<file path="src/rtl/u_alu_issue.sv">
// u_alu_issue: RV32I issue stage decoding ALU op/operands into a 2-entry skid FIFO
module u_alu_issue #(
    parameter int XLEN  = 32,
    parameter int DEPTH = 2
) (
    input  logic            clk,
    input  logic            rst_n,
    input  logic            in_valid,
    output logic            in_ready,
    input  logic [XLEN-1:0] in_instr,
    input  logic [XLEN-1:0] in_pc,
    input  logic [XLEN-1:0] in_rs1,
    input  logic [XLEN-1:0] in_rs2,
    output logic            out_valid,
    input  logic            out_ready,
    output logic [3:0]      alu_op,
    output logic [XLEN-1:0] alu_i1,
    output logic [XLEN-1:0] alu_i2,
    output logic [2:0]      out_br,
    output logic            out_isbr,
    output logic [XLEN-1:0] out_rs2,
    output logic            out_ill
);
    typedef struct packed {
        logic [3:0]      op;
        logic [XLEN-1:0] i1;
        logic [XLEN-1:0] i2;
        logic [XLEN-1:0] rs2;
        logic [2:0]      br;
        logic            isbr;
        logic            ill;
    } uop_t;

    uop_t            dec;
    uop_t            mem [DEPTH];
    logic            rd_ptr, wr_ptr;
    logic [1:0]      count, count_next;
    logic            push, pop;
    logic [2:0]      f3;
    logic [6:0]      f7;
    logic [XLEN-1:0] imm_i, imm_s, imm_u, shamt;

    assign f3    = in_instr[14:12];
    assign f7    = in_instr[31:25];
    assign imm_i = {{20{in_instr[31]}}, in_instr[31:20]};
    assign imm_s = {{20{in_instr[31]}}, in_instr[31:25], in_instr[11:7]};
    assign imm_u = {in_instr[31:12], 12'b0};
    assign shamt = {27'b0, in_instr[24:20]};

    // decode the incoming instruction into an ALU micro-op
    always_comb begin
        dec     = '0;
        dec.rs2 = in_rs2;
        case (in_instr[6:0])
            7'b0110011: begin
                dec.op  = {in_instr[30], f3};
                dec.i1  = in_rs1;
                dec.i2  = in_rs2;
                dec.ill = !(f7 == 7'b0 || (f7 == 7'b0100000 && (f3 == 3'b000 || f3 == 3'b101)));
            end
            7'b0010011: begin
                dec.i1  = in_rs1;
                dec.i2  = (f3 == 3'b001 || f3 == 3'b101) ? shamt : imm_i;
                dec.op  = {f3 == 3'b101 && f7 == 7'b0100000, f3};
                dec.ill = f3 == 3'b001 ? f7 != 7'b0 :
                          f3 == 3'b101 ? (f7 != 7'b0 && f7 != 7'b0100000) : 1'b0;
            end
            7'b0110111: dec.i2 = imm_u;
            7'b0010111: begin
                dec.i1 = in_pc;
                dec.i2 = imm_u;
            end
            7'b1101111, 7'b1100111: begin
                dec.i1 = in_pc;
                dec.i2 = 32'd4;
            end
            7'b1100011: begin
                dec.isbr = 1'b1;
                dec.br   = f3;
                dec.i1   = in_rs1;
                dec.i2   = in_rs2;
                dec.op   = f3[2:1] == 2'b11 ? 4'b0011 : f3[2:1] == 2'b10 ? 4'b0010 : 4'b1000;
                dec.ill  = f3[2:1] == 2'b01;
            end
            7'b0000011: begin
                dec.i1 = in_rs1;
                dec.i2 = imm_i;
            end
            7'b0100011: begin
                dec.i1 = in_rs1;
                dec.i2 = imm_s;
            end
            default: dec.ill = 1'b1;
        endcase
    end

    assign push       = in_valid && in_ready;
    assign pop        = out_valid && out_ready;
    assign count_next = count + {1'b0, push} - {1'b0, pop};

    // in-order FIFO storage; in_ready registered from post-edge occupancy
    always_ff @(posedge clk or negedge rst_n) begin
        if (!rst_n) begin
            for (int i = 0; i < DEPTH; i++) mem[i] <= '0;
            rd_ptr   <= 1'b0;
            wr_ptr   <= 1'b0;
            count    <= 2'd0;
            in_ready <= 1'b1;
        end else begin
            if (push) begin
                mem[wr_ptr] <= dec;
                wr_ptr      <= !wr_ptr;
            end
            if (pop) rd_ptr <= !rd_ptr;
            count    <= count_next;
            in_ready <= count_next <= 2'd1;
        end
    end

    assign out_valid = count != 2'd0;
    assign alu_op    = mem[rd_ptr].op;
    assign alu_i1    = mem[rd_ptr].i1;
    assign alu_i2    = mem[rd_ptr].i2;
    assign out_rs2   = mem[rd_ptr].rs2;
    assign out_br    = mem[rd_ptr].br;
    assign out_isbr  = mem[rd_ptr].isbr;
    assign out_ill   = mem[rd_ptr].ill;
endmodule

</file>
<file path="config.mk">
export PLATFORM = sky130hd
export DESIGN_NAME = u_alu_issue
export DESIGN_NICKNAME = d
export VERILOG_FILES = /design/src/rtl/u_alu_issue.sv
export SDC_FILE = /design/constraint.sdc
export NUM_CORES = 1
export LEC_CHECK = 0
export ABC_AREA = 1
export BUFFER_PORTS_ARGS = -buffer_cell sky130_fd_sc_hd__buf_2
export CORE_ASPECT_RATIO = 0.9
export CORE_MARGIN = 2
export CORE_UTILIZATION = 50
export CTS_CLUSTER_SIZE = 25
export DETAILED_ROUTE_END_ITERATION = 6
export PLACE_DENSITY_LB_ADDON = 0.15
export SYNTH_ARGS = -nofsm -noshare
export SYNTH_HDL_FRONTEND = slang
export SYNTH_SLANG_ARGS = --single-unit
</file>
<file path="constraint.sdc">
create_clock -name clk -period 3.3 [get_ports clk]
set_input_delay 0.33 -clock clk [delete_from_list [all_inputs] [get_ports clk]]
set_output_delay 0.33 -clock clk [all_outputs]
set_load 0.02 [all_outputs]
</file>
==> flow_summary.toml <==
[detailed_routing]
viasPerCell = 5.131
ant_nets = 0
avgRoutedWirePerCell_um = 15.54
dr.first_iter.drc_count = 802
totalWireLength_um = 30240
route.detailed.drc = 0
first_pass_iters = 5
vias = 9980

[clock_network]
cts_buffers = 23
cts_tree = "yes"
cts_setup_buffers = 0
cts.path.max_buffers = 3
cts-htree-levels = 1
clkTransAtPathRegs_ns = 0.06
root_buffer = "clkbuf_16"
clk_latency_ns = 0.51
cts_sinks = 215

[critical_path]
required_ns = 2.97
cp_slowest_cell = "buf_4"
path_delay_family = "buffers and inverters"
crit_type = "flip-flop to primary output"
cp_cell_sequence = "clkinv_2, buf_4, nand2_1, nand2_1, buf_2"
critPathMaxFanout = 42
critPathArrivalTime_ns = 2.40
crit_top_cell = "nand2_1"
cp_num_buf_inv = 3
critPathMaxStageDelay_ns = 0.57
start_kind = "flip-flop"
end_kind = "primary output"

[global_route]
grt_max_degree = 112
gr-total-overflow = 0
track_usage = 0.2643
grt_pass1_vias = 9031
antenna_found_initial = 7
grt_pass1_wl_um = 48110

[status]
status = "finished clean"

[sta]
setup_tns_ns = 0
tightest_slew_ns = 1.109
rsz0062_at_grt = "false"
slew_headroom = 0.2605
period_minus_slack_ns = 2.730
finalSetupViolCount = 0
hold_viol = 0
max_clock_freq_mhz = 366.3
slew_violations = 0
finClkSkew_ns = 0.01057
fin_crit_sh = 0.8273

[synth]
syn_area_mm2 = 0.01079
synth_area_per_cell_um2 = 7.474
synth.ff_latch_count = 215
synth.top_cell.area_share = 0.4962
synth_edf_count = 0
syn_nets = 1578
synth_warnings = 0
synth_top_cells_by_count = "nand2_1, dfrtp_1, o21ai_0"
yosysSeqAreaShare = 0.4986
synthArstFlopShare = 1.000
ys_types = 32
synthCells = 1444
synth_area_leader_cell = "dfrtp_1"
synth_most_common_cell = "nand2_1"
synth_flop_cell = "dfrtp_1"
yosys-top-cells-area = "dfrtp_1, nand2_1, o21ai_0"

[pwr]
pwr-share-seq = 0.372
leakage_nw = 7.580
p_clk_frac = 0.255
powerDensity_mw_per_mm2 = 796.8
switching_share = 0.4000
power_frac_comb = 0.373
power.switching_mw = 4.095
p_int_mw = 6.142
ir_worst_vdd_mv = 0.6266

[die]
row_count = 50
ios = 239
die_h_um = 143.4
core_mm2 = 0.02102
die_area_mm2 = 0.02278
die_width_um = 158.9
initial_core_util = 0.5135

[cells_and_area]
syn_to_final_growth_pct = 19.04
utilization = 0.6112
nNetsFinal = 1774
final_layout_size_suffix_gt1_frac = 0.2129

[placed_design]
place_congestion = 0.8749
dp_hpwl_um = 20280
port_buffers = 238

[worst_hold_path]
worstHoldPathType = "input pin to flip-flop"

[flow_run]
max_cap_viol_count = 0
==> sequential cells by signal, indices dropped and copies added, names as in the netlist <==
register / cells
mem: 210
count: 2
in_ready: 1
rd_ptr: 1
wr_ptr: 1
==> area by class of cell <==
type / count / area [um^2]
antenna: 6 / 15.01
fill: 1951 / 8173
inverter: 61 / 230.2
sequential: 215 / 5385
multi-input combinational: 1085 / 4732
clock buffer: 31 / 665.6
tap: 286 / 357.8
timing repair buffer: 254 / 1373
clock inverter: 7 / 88.84
==> routing by layer <==
layer	vias to the layer above	GRT usage	wire [um]
li1	4881	-	-
met4	4	0.06842	601
met2	381	0.4045	13380
met1	4670	0.3961	14260
met5	-	0	30
met3	44	0.03983	1963
==> per-stage QoR <==
step           std cells  total power, mW  hold WS [ns]  worst slack (ns)  cell area (um^2)
4_1_cts             1939            10.30       0.06789            0.5497             12830
3_3_place_gp        1900            7.598        0.4260             1.100             12070
3_5_place_dp        1900            7.670        0.4246             1.093             12070
6_report            1945            10.24       0.09081            0.5700             12850
5_1_grt             1944            10.88       0.08699            0.4189             12840
2_1_floorplan       1444            6.402       0.03441             1.668             10790
==> placed cells by master, fill, tap and decap left out, types with 7 or more instances in the layout <==
| master | synthesis | layout |
|---|---|---|
| o21ai_1 | 17 | 17 |
| nor2_1 | 46 | 46 |
| clkbuf_8 | 4 | 7 |
| inv_1 | 54 | 53 |
| buf_4 | 5 | 11 |
| nand2_4 | 21 | 21 |
| nand3_1 | 45 | 44 |
| inv_2 | 7 | 7 |
| nand3_2 | 21 | 21 |
| nand2_1 | 803 | 803 |
| clkbuf_16 | 0 | 23 |
| o21ai_0 | 79 | 79 |
| buf_2 | 14 | 237 |
| a31oi_1 | 32 | 32 |
| dfrtp_1 | 214 | 213 |
==> what timing repair did <==
action	in CTS	in global routing
hold buffers	1	0
resized for setup	0	0
endpoints found under the hold margin	82	0
setup endpoints to repair	0	0
==> worst register-to-register path, delay by kind of cell (launching register included) <==
kind / cells / cell delay (ns)
AND/OR/NAND/NOR: 3 / 0.59
flip-flops: 1 / 0.56
buffers and inverters: 2 / 0.92
==> power by group through the flow <==
stage / registers [mW] / clock network (mW) / logic [mW]
after detailed placement: 3.84 / 0 / 3.83
after floorplan: 3.75 / 0 / 2.66
after CTS: 3.81 / 2.65 / 3.84
after global routing: 3.91 / 2.74 / 4.23
after global placement: 3.82 / 0 / 3.78
final: 3.81 / 2.61 / 3.82
==> path summary, 6_finish.rpt <==
path | startpoint | to | slack, ns | cells past startpoint
setup / recovery | rd_ptr | alu_i2[29] | 0.57 | 5
hold / removal | in_pc[27] | mem[201] | 0.09 | 3
setup reg to reg | in_ready | mem[75] | 1.17 | 5
hold reg to reg | mem[157] | mem[157] | 0.48 | 2
max in group asynchronous | rst_n | mem[112] | 1.93 | 3
min in group asynchronous | rst_n | mem[121] | 0.41 | 2
==> kinds of logic after synthesis <==
family          count (synthesis)  synth area share
xor+xnor                        3          0.002435
compound gates                132           0.06735
simple gates                  948            0.3647
flops                         215            0.4986
fa+ha+maj                       2          0.002318
buf+inv                       144           0.06457
No activity file was read; power rests on OpenSTA's default activity.
